$ cat config.mk
export PLATFORM = sky130hd
export DESIGN_NAME = program_loader_flat
export DESIGN_NICKNAME = d
export VERILOG_FILES = /design/src/rtl/loader_pkg.sv /design/src/rtl/program_loader_if.sv /design/src/rtl/program_loader_byte_assembler.sv /design/src/rtl/program_loader.sv /design/src/flat_wrapper.sv
export SDC_FILE = /design/constraint.sdc
export NUM_CORES = 1
export LEC_CHECK = 0
export CAP_MARGIN = 30
export CELL_PAD_IN_SITES_DETAIL_PLACEMENT = 1
export CELL_PAD_IN_SITES_GLOBAL_PLACEMENT = 1
export CORE_MARGIN = 5
export CORE_UTILIZATION = 45
export CTS_BUF_LIST = sky130_fd_sc_hd__clkbuf_8
export DETAILED_ROUTE_END_ITERATION = 12
export PLACE_DENSITY = 0.85
export SYNTH_ARGS = -nofsm -noshare
export SYNTH_HDL_FRONTEND = slang
export SYNTH_SLANG_ARGS = --single-unit
$ cat constraint.sdc
create_clock -name clk -period 4.4 [get_ports clk]
set_input_delay 0.66 -clock clk [delete_from_list [all_inputs] [get_ports clk]]
set_output_delay 0.66 -clock clk [all_outputs]
set_load 0.05 [all_outputs]
$ cat src/rtl/loader_pkg.sv
// Shared types and frame constants for the program loader slice.
package loader_pkg;

  typedef enum logic [2:0] {
    IDLE,
    HDR,
    DATA,
    CSUM,
    RUN,
    ERR
  } state_t;

  localparam int WORD_BYTES = 4;
  localparam int BYTE_BITS  = 8;
  localparam int WORD_BITS  = WORD_BYTES * BYTE_BITS;
  localparam int COUNT_BITS = WORD_BITS;

endpackage

$ cat src/rtl/program_loader_if.sv
// Valid/ready byte link feeding the loader; master is the byte source.
interface program_loader_if;
  import loader_pkg::*;

  logic                 rx_valid;
  logic [BYTE_BITS-1:0] rx_data;
  logic                 rx_ready;

  modport master (output rx_valid, output rx_data, input rx_ready);
  modport slave  (input rx_valid, input rx_data, output rx_ready);

endinterface

$ cat src/rtl/program_loader_byte_assembler.sv
// Collects little-endian bytes into words; word_valid pulses with the last byte.
module byte_assembler
  import loader_pkg::*;
(
  input  logic                 clk,
  input  logic                 rst,
  input  logic                 clear,
  input  logic                 byte_en,
  input  logic [BYTE_BITS-1:0] byte_in,
  output logic                 word_valid,
  output logic [WORD_BITS-1:0] word
);

  localparam int CNT_W = $clog2(WORD_BYTES);
  localparam logic [CNT_W-1:0] LAST = CNT_W'(WORD_BYTES - 1);

  logic [CNT_W-1:0]                      byte_cnt;
  logic [(WORD_BYTES-1)*BYTE_BITS-1:0]   partial;

  // Earlier bytes shift down so the first byte received lands in the LSBs.
  always_ff @(posedge clk or posedge rst) begin
    if (rst) begin
      byte_cnt <= '0;
      partial  <= '0;
    end else if (clear) begin
      byte_cnt <= '0;
      partial  <= '0;
    end else if (byte_en) begin
      partial  <= {byte_in, partial[(WORD_BYTES-1)*BYTE_BITS-1:BYTE_BITS]};
      byte_cnt <= (byte_cnt == LAST) ? '0 : byte_cnt + CNT_W'(1);
    end
  end

  assign word_valid = byte_en && (byte_cnt == LAST);
  assign word       = {byte_in, partial};

endmodule

$ cat src/rtl/program_loader.sv
// Boot loader: receives a counted, XOR-checked image and writes it into SRAM
// before releasing the cpu.
module program_loader
  import loader_pkg::*;
#(
  parameter int ADDR_WIDTH = 10,
  parameter int BASE_ADDR  = 0,
  parameter int MAX_WORDS  = 1024
) (
  input  logic                  clk,
  input  logic                  rst,
  input  logic                  start,
  program_loader_if.slave       rx,
  output logic                  mem_we,
  output logic [ADDR_WIDTH-1:0] mem_addr,
  output logic [WORD_BITS-1:0]  mem_wdata,
  output logic                  cpu_run,
  output logic                  load_done,
  output logic                  load_err,
  output logic [ADDR_WIDTH:0]   words_loaded
);

  localparam logic [ADDR_WIDTH-1:0] BASE = ADDR_WIDTH'(BASE_ADDR);

  state_t                state;
  logic [COUNT_BITS-1:0] n_words;
  logic [BYTE_BITS-1:0]  csum;
  logic                  accept;
  logic                  asm_en;
  logic                  word_valid;
  logic [WORD_BITS-1:0]  asm_word;
  logic                  last_word;

  assign rx.rx_ready = (state == HDR) || (state == DATA) || (state == CSUM);
  assign accept      = rx.rx_valid && rx.rx_ready && !start;
  assign asm_en      = accept && ((state == HDR) || (state == DATA));
  assign last_word   = (COUNT_BITS'(words_loaded) + COUNT_BITS'(1)) == n_words;

  byte_assembler u_asm (
    .clk        (clk),
    .rst        (rst),
    .clear      (start),
    .byte_en    (asm_en),
    .byte_in    (rx.rx_data),
    .word_valid (word_valid),
    .word       (asm_word)
  );

  // mem_we is a one-cycle strobe, so a write registered before a restart still issues.
  always_ff @(posedge clk or posedge rst) begin
    if (rst) begin
      state        <= IDLE;
      n_words      <= '0;
      csum         <= '0;
      mem_we       <= 1'b0;
      mem_addr     <= '0;
      mem_wdata    <= '0;
      cpu_run      <= 1'b0;
      load_done    <= 1'b0;
      load_err     <= 1'b0;
      words_loaded <= '0;
    end else begin
      mem_we <= 1'b0;
      if (start) begin
        state        <= HDR;
        n_words      <= '0;
        csum         <= '0;
        cpu_run      <= 1'b0;
        load_done    <= 1'b0;
        load_err     <= 1'b0;
        words_loaded <= '0;
      end else begin
        if (accept && (state != CSUM)) begin
          csum <= csum ^ rx.rx_data;
        end
        case (state)
          HDR: begin
            if (word_valid) begin
              n_words <= asm_word;
              if (asm_word > COUNT_BITS'(MAX_WORDS)) begin
                state    <= ERR;
                load_err <= 1'b1;
              end else if (asm_word == '0) begin
                state <= CSUM;
              end else begin
                state <= DATA;
              end
            end
          end
          DATA: begin
            if (word_valid) begin
              mem_we       <= 1'b1;
              mem_addr     <= BASE + words_loaded[ADDR_WIDTH-1:0];
              mem_wdata    <= asm_word;
              words_loaded <= words_loaded + (ADDR_WIDTH+1)'(1);
              if (last_word) begin
                state <= CSUM;
              end
            end
          end
          CSUM: begin
            if (accept) begin
              if (rx.rx_data == csum) begin
                state     <= RUN;
                load_done <= 1'b1;
                cpu_run   <= 1'b1;
              end else begin
                state    <= ERR;
                load_err <= 1'b1;
              end
            end
          end
          default: ;
        endcase
      end
    end
  end

endmodule

$ cat src/flat_wrapper.sv
// flat-port wrapper written by rule: the top's interface ports become plain ports
module program_loader_flat import loader_pkg::*;
#(
  parameter int ADDR_WIDTH = 10,
  parameter int BASE_ADDR  = 0,
  parameter int MAX_WORDS  = 1024
)
  (clk, rst, start, mem_we, mem_addr, mem_wdata, cpu_run, load_done, load_err, words_loaded, rx_rx_valid, rx_rx_data, rx_rx_ready);
  program_loader_if rx_i ();
  input  logic clk;
  input  logic rst;
  input  logic start;
  output logic mem_we;
  output logic [ADDR_WIDTH-1:0] mem_addr;
  output logic [WORD_BITS-1:0] mem_wdata;
  output logic cpu_run;
  output logic load_done;
  output logic load_err;
  output logic [ADDR_WIDTH:0] words_loaded;
  input wire logic [$bits(rx_i.rx_valid)-1:0] rx_rx_valid;
  input wire logic [$bits(rx_i.rx_data)-1:0] rx_rx_data;
  output wire logic [$bits(rx_i.rx_ready)-1:0] rx_rx_ready;
  assign rx_i.rx_valid = rx_rx_valid;
  assign rx_i.rx_data = rx_rx_data;
  assign rx_rx_ready = rx_i.rx_ready;
  program_loader #(.ADDR_WIDTH(ADDR_WIDTH), .BASE_ADDR(BASE_ADDR), .MAX_WORDS(MAX_WORDS)) u_core (.clk(clk), .rst(rst), .start(start), .rx(rx_i), .mem_we(mem_we), .mem_addr(mem_addr), .mem_wdata(mem_wdata), .cpu_run(cpu_run), .load_done(load_done), .load_err(load_err), .words_loaded(words_loaded));
endmodule
==> results.md <==
- PnR worst setup slack: between 1.5 and 2 ns
- Setup violators final: 0
- Max clock buf depth: 2
- Clk pin slew, worst setup/hold paths: 0.07 ns
- Synth Flop Type: dfrtp_1
- Req. time, crit path: roughly 3.7 ns
- Slowest stage delay, CP: between 0.8 and 0.9 ns
- Startpoint types: flop
- Max-cap viol count: 0
- Cell Area, Synth: ~5700 um^2
- Unrepaired setup endpoints after global routing: no
- Antenna viol nets, final: 0
- Cell Chain, Critical Path: nor2_1, nor2_1, clkdlybuf4s50_1
- Leakage: ~0.0032 uW
- Setup Buffers After CTS: 0
- Post-synth EDFFs: 0
- Arrival @ worst endpoint: roughly 2.0 ns
- Most common cell after layout, fill and taps aside: nand2_1
- CTS tree: done
- Grt ovf: 0
- HPWL Detailed: between 9000 and 10000 um
- Period Utilization, post-route: between 50% and 60%
- Final Slew Violations: 0
- Fmax: 380 MHz
- Max Clock Skew: approximately 0.0086 ns
- Hold WC Path Type: reg -> reg
- Netlist cell types: 52
- Commonest non-fill, non-tap cells in the layout: nand2_1, dfrtp_1, clkdlybuf4s50_1
- Syn_nets: 563
- Root Driver: clkbuf_8
- First-pass GRT wire length: between 20000 and 25000 um
- Pwr Total: around 2400 uW
- Synth area leader: dfrtp_1
- Die X: between 100 and 150 um
- Synth Instances: 549
- Async SR Flop Fraction: between 90% and 100%
- Final Net Count: a little over 600
- Total Routing Usage GR: a little over a fifth
- Ant diodes: 0
- Sequential element share of the synthesized area: between 50% and 60%
- Worst hold slack: 0.508 ns
- Vias per inst: between 5 and 6
- Core ar.: 12500 um^2
- Largest net degree at the start of global routing: between 70 and 80
- Clock Latency Late Sink: 0.45 ns
- Fin. Hold Viols: 0
- Hold-fix buffers at CTS: 0
- DRC viols: 0
- Share of cells above drive strength 1: around 14%
- FILL cells: between 1000 and 1500
- Setup Slack @ Placement: ~1.4 ns
- Multi-input gate area: between 2000 and 2500 um^2
- CTS HTree Levels: 4
- Relative slew margins: a little over two fifths
- Die Y: 122 um
- CTS Buf Count: 17
- Ranking of synthesized cells by area: dfrtp_1, mux2_2, nand2_1
- Final WL: around 15000 um
- Status: finished, final reports clean
- Area delta synth->final: 21.7%
- Initial antenna violation count: 0
- Port Buf Inserts: just under 70
- Initial DRC count: 284
- DR pass1 iterations: 4
- Syn avg cell area: 10.3 um^2
- FF+latch area: 3130 um^2
- RePlAce Congestion: 0.865
- Wire per inst: between 15 and 20 um
- Critical path's top delay family: buffers and inverters
- Yosys top cell area share: 55.1%
- I/O pin total: 70
- Initial Utilization: between 40% and 50%
- Vias: between 4000 and 5000
- Die ar.: about 15000 um^2
- Cts repair resizes: 0
- Warnings, synthesis: 0
- Standard-cell row count: 41
- Synthesis-stage register bit count: 125
- WS Path Type: reg -> out
- VDD IR-drop max: around 230 uV
- Crit path max fanout: 11
- Pwr Density: approximately 350 nW/um^2
- Slew @ Worst Pin: between 0.8 and 0.9 ns
- CP max-delay cell: clkdlybuf4s50_1
- Buf/Inv on CP: 1
- Min cycle time layout: roughly 2.6 ns
- CP most frequent cell: nor2_1
- Endpoint class of the critical path: output port
- Clock sink total: about 130
- Fin util: 55.2%
- Setup Total Neg Slack: 0 ns
- Number of global-route vias before repair: 4735
==> registers in the layout, indices dropped and copies added (netlist names) <==
signal                 count
u_core.mem_wdata          32
u_core.n_words            32
u_core.u_asm.partial      24
u_core.words_loaded       11
u_core.mem_addr           10
u_core.csum                8
u_core.state               3
u_core.u_asm.byte_cnt      2
u_core.cpu_run             1
u_core.load_err            1
u_core.mem_we              1
==> area by class of cell <==
| cell class | instances | share of cell area (%) |
|---|---|---|
| inverter | 4 | 0.253 |
| clock buffer | 20 | 3.98 |
| timing repair buffer | 75 | 10.7 |
| multi-input combinational | 386 | 34.6 |
| tap | 172 | 3.11 |
| clock inverter | 12 | 2.08 |
| sequential | 125 | 45.2 |
==> cells by family after synthesis <==
| family | share of synthesized area [%] |
|---|---|
| XOR/XNOR | 6.63 |
| AO/OA/AOI/OAI | 7.20 |
| flip-flops | 55.1 |
| adder cells (fa/ha/maj) | 0.617 |
| AND/OR/NAND/NOR | 19.0 |
| multiplexers | 8.52 |
| buffers and inverters | 2.95 |
==> power by group <==
part	switching (uW)	leakage (uW)	internal, uW
Combinational	98.8	0.00122	47.1
Sequential	21.7	0.00173	1170
Clock	455	0.000214	599
==> Yosys cell counts, types with 11 or more instances <==
cell / count
a21oi_1: 41
buf_2: 11
clkbuf_1: 21
dfrtp_1: 125
mux2_2: 42
nand2_1: 126
nand3_1: 11
nand3b_1: 21
nor2_1: 35
nor4_1: 12
xnor2_1: 26
xor2_1: 17
==> per-stage QoR <==
stage	cells	instance area [um^2]
2_1_floorplan	549	5680
3_3_place_gp	762	6490
3_5_place_dp	762	6490
4_1_cts	794	6910
5_1_grt	794	6910
6_report	794	6910
==> metal layers <==
layer,vias up,global-route usage [%],routed length [um]
met5,-,0,0
met4,0,8.68,325
met3,26,4.98,540
met2,87,36.4,7500
met1,2179,26.0,6220
li1,1978,-,-
==> final timing paths <==
kind                                        startpoint                 endpoint  slack [ns]  depth (start not counted)
worst max-delay path                   u_core.state[1]              rx_rx_ready        1.77                          3
worst min-delay path              u_core.mem_wdata[28]     u_core.mem_wdata[28]        0.51                          1
worst max register to register  u_core.words_loaded[0]          u_core.state[0]        1.94                          6
worst min register to register    u_core.mem_wdata[28]     u_core.mem_wdata[28]        0.51                          1
max in group asynchronous                          rst  u_core.u_asm.partial[4]        2.92                          3
min in group asynchronous                          rst     u_core.mem_wdata[28]        0.67                          2
Power figures use the tool's default switching activity.
